<file path="src/rtl/inst_seq_pkg.sv">
// rtl/inst_seq_pkg.sv - shared types and defaults for the instruction sequencer
package inst_seq_pkg;

  localparam int         DEPTH_DEF    = 16;
  localparam logic [7:0] NOP_INST_DEF = 8'h3F;

  typedef enum logic [1:0] {
    IDLE = 2'd0,
    RUN  = 2'd1,
    DONE = 2'd2
  } state_t;

  typedef struct packed {
    logic       last;
    logic [7:0] inst;
    logic [7:0] data;
  } prog_word_t;

endpackage

</file>
<file path="src/rtl/inst_seq_if.sv">
// rtl/inst_seq_if.sv - program load, run control and micro-facing outputs of the sequencer
interface inst_seq_if #(
  parameter int AW = 4
);
  logic          prog_we;
  logic [AW-1:0] prog_addr;
  logic [7:0]    prog_inst;
  logic [7:0]    prog_data;
  logic          prog_last;
  logic          start;
  logic          step;
  logic          stop;
  logic [7:0]    inst;
  logic [7:0]    data_in;
  logic [AW-1:0] pc;
  logic          busy;
  logic          done;

  modport master (
    output prog_we, prog_addr, prog_inst, prog_data, prog_last, start, step, stop,
    input  inst, data_in, pc, busy, done
  );

  modport slave (
    input  prog_we, prog_addr, prog_inst, prog_data, prog_last, start, step, stop,
    output inst, data_in, pc, busy, done
  );
endinterface

</file>
<file path="src/rtl/seq_prog_mem.sv">
// rtl/seq_prog_mem.sv - program store, one write port and one combinational read port, never reset
module seq_prog_mem
  import inst_seq_pkg::*;
#(
  parameter int DEPTH = DEPTH_DEF,
  parameter int AW    = $clog2(DEPTH)
) (
  input  logic       i_clk,
  input  logic       i_we,
  input  logic [AW-1:0] i_waddr,
  input  prog_word_t i_wdata,
  input  logic [AW-1:0] i_raddr,
  output prog_word_t o_rdata
);

  prog_word_t r_mem [DEPTH];

  always_ff @(posedge i_clk) begin
    if (i_we) begin
      r_mem[i_waddr] <= i_wdata;
    end
  end

  // Combinational read sees the pre-edge contents, so a same-cycle write issues old data.
  assign o_rdata = r_mem[i_raddr];

endmodule

</file>
<file path="src/rtl/inst_sequencer.sv">
// rtl/inst_sequencer.sv - feeds program words to the micro under start/step/stop control
module inst_sequencer
  import inst_seq_pkg::*;
#(
  parameter int         DEPTH    = DEPTH_DEF,
  parameter logic [7:0] NOP_INST = NOP_INST_DEF
) (
  input  logic       i_clk,
  input  logic       i_rst_n,
  inst_seq_if.slave  bus
);

  localparam int AW = $clog2(DEPTH);

  state_t        r_state;
  state_t        w_state_nxt;
  logic [AW-1:0] r_pc;
  logic [AW-1:0] w_pc_nxt;
  logic [AW-1:0] w_pc_inc;
  logic [7:0]    r_inst;
  logic [7:0]    r_data;
  logic          r_busy;
  logic          r_done;
  logic          w_issue;
  logic          w_we;
  prog_word_t    w_wword;
  prog_word_t    w_rword;

  assign w_we     = bus.prog_we && (r_state != RUN);
  assign w_wword  = '{last: bus.prog_last, inst: bus.prog_inst, data: bus.prog_data};
  assign w_pc_inc = (r_pc == AW'(DEPTH - 1)) ? '0 : r_pc + 1'b1;

  seq_prog_mem #(
    .DEPTH (DEPTH),
    .AW    (AW)
  ) u_mem (
    .i_clk   (i_clk),
    .i_we    (w_we),
    .i_waddr (bus.prog_addr),
    .i_wdata (w_wword),
    .i_raddr (r_pc),
    .o_rdata (w_rword)
  );

  always_comb begin
    w_state_nxt = r_state;
    w_pc_nxt    = r_pc;
    w_issue     = 1'b0;
    unique case (r_state)
      IDLE: begin
        if (bus.stop) begin
          w_state_nxt = IDLE;
        end else if (bus.start) begin
          w_state_nxt = RUN;
        end else if (bus.step) begin
          w_issue  = 1'b1;
          w_pc_nxt = w_pc_inc;
          if (w_rword.last) w_state_nxt = DONE;
        end
      end
      RUN: begin
        if (bus.stop) begin
          w_state_nxt = IDLE;
        end else begin
          w_issue  = 1'b1;
          w_pc_nxt = w_pc_inc;
          if (w_rword.last) w_state_nxt = DONE;
        end
      end
      DONE: begin
        // stop outranks start here too, so start+stop leaves the finished program alone.
        if (!bus.stop && bus.start) begin
          w_state_nxt = RUN;
          w_pc_nxt    = '0;
        end
      end
      default: w_state_nxt = IDLE;
    endcase
  end

  always_ff @(posedge i_clk) begin
    if (!i_rst_n) begin
      r_state <= IDLE;
      r_pc    <= '0;
      r_inst  <= NOP_INST;
      r_data  <= 8'h00;
      r_busy  <= 1'b0;
      r_done  <= 1'b0;
    end else begin
      r_state <= w_state_nxt;
      r_pc    <= w_pc_nxt;
      r_inst  <= w_issue ? w_rword.inst : NOP_INST;
      if (w_issue) r_data <= w_rword.data;
      r_busy  <= (w_state_nxt == RUN);
      r_done  <= (w_state_nxt == DONE);
    end
  end

  assign bus.inst    = r_inst;
  assign bus.data_in = r_data;
  assign bus.pc      = r_pc;
  assign bus.busy    = r_busy;
  assign bus.done    = r_done;

endmodule

</file>
<file path="src/flat_wrapper.sv">
// flat-port wrapper written by rule: the top's interface ports become plain ports
module inst_sequencer_flat import inst_seq_pkg::*;
#(
  parameter int         DEPTH    = DEPTH_DEF,
  parameter logic [7:0] NOP_INST = NOP_INST_DEF
)
  (i_clk, i_rst_n, bus_prog_we, bus_prog_addr, bus_prog_inst, bus_prog_data, bus_prog_last, bus_start, bus_step, bus_stop, bus_inst, bus_data_in, bus_pc, bus_busy, bus_done);
  inst_seq_if #(.AW(4)) bus_i ();
  input  logic i_clk;
  input  logic i_rst_n;
  input wire logic [$bits(bus_i.prog_we)-1:0] bus_prog_we;
  input wire logic [$bits(bus_i.prog_addr)-1:0] bus_prog_addr;
  input wire logic [$bits(bus_i.prog_inst)-1:0] bus_prog_inst;
  input wire logic [$bits(bus_i.prog_data)-1:0] bus_prog_data;
  input wire logic [$bits(bus_i.prog_last)-1:0] bus_prog_last;
  input wire logic [$bits(bus_i.start)-1:0] bus_start;
  input wire logic [$bits(bus_i.step)-1:0] bus_step;
  input wire logic [$bits(bus_i.stop)-1:0] bus_stop;
  output wire logic [$bits(bus_i.inst)-1:0] bus_inst;
  output wire logic [$bits(bus_i.data_in)-1:0] bus_data_in;
  output wire logic [$bits(bus_i.pc)-1:0] bus_pc;
  output wire logic [$bits(bus_i.busy)-1:0] bus_busy;
  output wire logic [$bits(bus_i.done)-1:0] bus_done;
  assign bus_i.prog_we = bus_prog_we;
  assign bus_i.prog_addr = bus_prog_addr;
  assign bus_i.prog_inst = bus_prog_inst;
  assign bus_i.prog_data = bus_prog_data;
  assign bus_i.prog_last = bus_prog_last;
  assign bus_i.start = bus_start;
  assign bus_i.step = bus_step;
  assign bus_i.stop = bus_stop;
  assign bus_inst = bus_i.inst;
  assign bus_data_in = bus_i.data_in;
  assign bus_pc = bus_i.pc;
  assign bus_busy = bus_i.busy;
  assign bus_done = bus_i.done;
  inst_sequencer #(.DEPTH(DEPTH), .NOP_INST(NOP_INST)) u_core (.i_clk(i_clk), .i_rst_n(i_rst_n), .bus(bus_i));
endmodule
</file>
<file path="config.mk">
export PLATFORM = sky130hd
export DESIGN_NAME = inst_sequencer_flat
export DESIGN_NICKNAME = d
export VERILOG_FILES = /design/src/rtl/inst_seq_pkg.sv /design/src/rtl/inst_seq_if.sv /design/src/rtl/seq_prog_mem.sv /design/src/rtl/inst_sequencer.sv /design/src/flat_wrapper.sv
export SDC_FILE = /design/constraint.sdc
export NUM_CORES = 1
export LEC_CHECK = 0
export ABC_CLOCK_PERIOD_IN_PS = 3500
export BUFFER_PORTS_ARGS = -buffer_cell sky130_fd_sc_hd__buf_2
export CORE_MARGIN = 10
export CORE_UTILIZATION = 55
export DETAILED_ROUTE_END_ITERATION = 8
export PLACE_DENSITY = 0.72
export SLEW_MARGIN = 20
export SYNTH_ARGS = -nofsm -noshare
export SYNTH_HDL_FRONTEND = slang
export SYNTH_SLANG_ARGS = --single-unit
</file>
<file path="constraint.sdc">
create_clock -name i_clk -period 3.5 [get_ports i_clk]
set_clock_uncertainty 0.2 [all_clocks]
set_input_delay 0.35 -clock i_clk [delete_from_list [all_inputs] [get_ports i_clk]]
set_output_delay 0.35 -clock i_clk [all_outputs]
set_load 0.05 [all_outputs]
</file>
==> out/metrics.json <==
{
  "drt": {
    "dr_vias": 5296,
    "detail_route.wl_per_cell_um": 26.0,
    "initial_drt_pass_iterations": 5,
    "routed_via_density": 5.99,
    "post-route-drc-count": 0,
    "wirelength_um": 23000,
    "drtAntennaViolNets": 0,
    "initialDrtViolationCount": 598
  },
  "global_route": {
    "grt_pass1_vias": 5487,
    "gr-usage-all-layers_pct": 17.5,
    "grt_pass1_wl_um": 34700,
    "grt_antenna_before_repair": 0,
    "grt_remaining_overflow": 0,
    "largest_net_degree_at_the_start_of_global_routing": 33
  },
  "clock_tree": {
    "cts_buffer_depth": 3,
    "cts_tree": "done",
    "cts_setup_buffers": 0,
    "cts_root_buf": "sky130_fd_sc_hd__clkbuf_16",
    "cts_buffers": 29,
    "sink_count_of_the_clock_tree": 300,
    "holdBufCountCts": 19,
    "clk_pin_slew_ps": 60,
    "h-tree-depth": 1,
    "cts_repair_resize_count": 0,
    "worst_skew_pair.late_latency_ps": 540
  },
  "timing": {
    "fmax_mhz": 401,
    "finalHoldViolations": 0,
    "grt_setup_unrepaired": "false",
    "report.final.setup_viol": 0,
    "worstMarginPinSlew_ps": 929,
    "period_needed_ps": 2500,
    "final_max_slew_viol_count": 0,
    "final.period_utilization_pct": 71.3,
    "slew_headroom_pct": 37.9,
    "setup_tns_final_ps": 0
  },
  "power_and_ir_drop": {
    "cellLeakagePower_nw": 4.20,
    "p_sw_share_pct": 19.8,
    "pwr_density_cell_nw_per_um2": 565,
    "p_seq_share_pct": 53.8,
    "p_comb_share_pct": 5.0,
    "power_switching_w": 0.00146,
    "finalPower_w": 0.00740,
    "internal-power_w": 0.00594,
    "pwr-share-clk_pct": 41.2,
    "vdd.ir_drop.worst_v": 0.000364
  },
  "setup_path": {
    "arrival_ps": 2730,
    "worstPathMaxFanout": 28,
    "crit_start_category": "flip-flop",
    "critPathRequiredTime_ps": 3740,
    "cpMaxStageDelayCell": "sky130_fd_sc_hd__dfxtp_4",
    "critical_path.endpoint_type": "flip-flop",
    "cp_max_stage_delay_ps": 620,
    "cp_common_cell": "sky130_fd_sc_hd__mux4_2",
    "worstSetupPathType": "reg -> reg",
    "path_cells": "buf_12 > mux4_2 > mux4_2 > a22o_1"
  },
  "final_layout": {
    "fillCellCount": 1297,
    "drive_above_1_share_pct": 34.2,
    "synthToLayoutAreaGrowth_pct": 16.4,
    "nets": 619,
    "antenna_cells": 0
  },
  "synthesis": {
    "yosys_warnings": 0,
    "mappedNetlistNets": 519,
    "share_of_the_synthesized_area_in_the_top_cell_type_pct": 72.6,
    "seq_area_frac_synth_pct": 77.6,
    "syn-instance-count": 491,
    "synth.area.top_cells": "sky130_fd_sc_hd__edfxtp_1 (73%), sky130_fd_sc_hd__mux4_2 (16%), sky130_fd_sc_hd__dfxtp_1 (5.0%)",
    "syn_area_um2": 11300,
    "syn_area_per_cell_um2": 22.9,
    "yosys.area.top_type": "sky130_fd_sc_hd__edfxtp_1",
    "synth.lib_cells_used.distinct": 32,
    "synth-seq-cells": 300
  },
  "floorplanning": {
    "fp.dieW_um": 163,
    "std_cell_rows": 52,
    "core_region_area_um2": 20200,
    "starting_utilization_of_the_core_area_pct": 55.8,
    "dieArea_um2": 26600,
    "num_io_pins": 49,
    "height_of_the_chip_um": 163
  },
  "place": {
    "place_hpwl_um": 13800,
    "portBuffers": 48,
    "place_congestion": 0.754
  },
  "status": {
    "status": "finished, final reports clean"
  },
  "job": {
    "max-cap-violations": 0
  },
  "worst_hold_path": {
    "worst_hold_path_type": "in -> reg",
    "worst_hold_startpoint": "bus_prog_inst[0]"
  }
}
-- cells in the mapped netlist (all sizes together) --
master / n
edfxtp: 272
mux4: 82
dfxtp: 28
nor2: 18
buf: 11
nand2b: 11
clkbuf: 10
a22o: 8
a211oi: 6
mux2i: 6
nand2: 6
nor3: 5
and2: 4
inv: 4
nor2b: 4
a21oi: 2
a32o: 2
xor2: 2
a21o: 1
ha: 1
nand3: 1
nand4: 1
nand4b: 1
o21a: 1
o21ai: 1
o2bb2ai: 1
or3: 1
xnor2: 1
-- sequential cells by signal, summed over array words and instances (netlist names), named ones only --
name	count
u_core.r_state	2
u_core.bus.pc	4
u_core.bus.done	1
u_core.bus.inst	8
u_core.u_mem.r_mem	272
u_core.bus.busy	1
u_core.bus.data_in	8
-- layout by cell type (no fill, tap or decap), types with 2 or more instances in the layout --
master / Yosys / layout
sky130_fd_sc_hd__a211oi_1: 6 / 6
sky130_fd_sc_hd__a21oi_1: 2 / 2
sky130_fd_sc_hd__a22o_1: 8 / 8
sky130_fd_sc_hd__a32o_1: 2 / 2
sky130_fd_sc_hd__and2_1: 4 / 4
sky130_fd_sc_hd__buf_12: 2 / 3
sky130_fd_sc_hd__buf_2: 4 / 48
sky130_fd_sc_hd__buf_4: 2 / 20
sky130_fd_sc_hd__bufinv_16: 0 / 4
sky130_fd_sc_hd__clkbuf_1: 10 / 8
sky130_fd_sc_hd__clkbuf_16: 0 / 29
sky130_fd_sc_hd__clkinv_1: 0 / 9
sky130_fd_sc_hd__clkinv_2: 0 / 3
sky130_fd_sc_hd__dfxtp_1: 28 / 25
sky130_fd_sc_hd__dfxtp_2: 0 / 2
sky130_fd_sc_hd__dlygate4sd3_1: 0 / 19
sky130_fd_sc_hd__edfxtp_1: 272 / 272
sky130_fd_sc_hd__inv_1: 4 / 4
sky130_fd_sc_hd__mux2i_1: 6 / 6
sky130_fd_sc_hd__mux4_2: 82 / 82
sky130_fd_sc_hd__nand2_1: 6 / 6
sky130_fd_sc_hd__nand2b_1: 11 / 11
sky130_fd_sc_hd__nor2_1: 18 / 6
sky130_fd_sc_hd__nor2_2: 0 / 12
sky130_fd_sc_hd__nor2b_1: 4 / 4
sky130_fd_sc_hd__nor3_2: 0 / 5
sky130_fd_sc_hd__xor2_1: 2 / 2
-- critical path: cells and delay by family, from the launching register on --
family	cells	cell delay, ps
buf+inv	1	300
mux	2	1030
flops	1	620
compound gates	1	190
-- power by group through the flow --
stage / Combinational (W) / Sequential (W) / Clock (W)
2_1_floorplan: 0.000213 / 0.00408 / 0
3_3_place_gp: 0.000346 / 0.00406 / 0
3_5_place_dp: 0.000357 / 0.00406 / 0
4_1_cts: 0.000375 / 0.00398 / 0.00309
5_1_grt: 0.000396 / 0.00399 / 0.00324
6_report: 0.000370 / 0.00398 / 0.00305
-- cell type report --
cell class	instances	area, µm²	share of cell area (%)
Sequential cell	300	8730	66.7
Multi-Input combinational cell	166	2430	18.6
Clock buffer	37	756	5.77
Timing Repair Buffer	90	641	4.89
Tap cell	270	338	2.58
Clock inverter	17	178	1.36
Inverter	4	15.0	0.115
-- routing by layer --
layer | wire length [µm] | GRT usage (%)
met5 | 0 | 0
met4 | 382 | 5.00
met3 | 1270 | 2.89
met2 | 11700 | 28.4
met1 | 9670 | 24.3
-- cells by family after synthesis --
logic type	count (synthesis)	synth area share [%]
compound gates	22	1.55
xor+xnor	3	0.234
flops	300	77.6
mux	88	16.9
fa+ha+maj	1	0.111
simple gates	52	2.31
buf+inv	25	1.30
-- final timing paths --
check                             end  slack [ps]  cells after the start
max reg2reg     u_core.bus.data_in[5]        1000                      4
min reg2reg     u_core.bus.data_in[0]         280                      1
max             u_core.bus.data_in[5]        1000                      4
min          u_core.u_mem.r_mem[6][8]           6                      1
-- through the flow --
step                std cells  area (µm²)  util, %  worst slack [ps]  hold WS (ps)
finish                    884       13100     64.9              1000          6.29
global route              884       13100     64.9               855          8.09
CTS                       884       13100     64.9               946          1.74
detailed placement        811       12000     59.4               970           274
global placement          811       12000     59.4              1030           261
floorplan                 491       11300        -               762           249
Note: power is estimated with default switching activity, not from simulation.
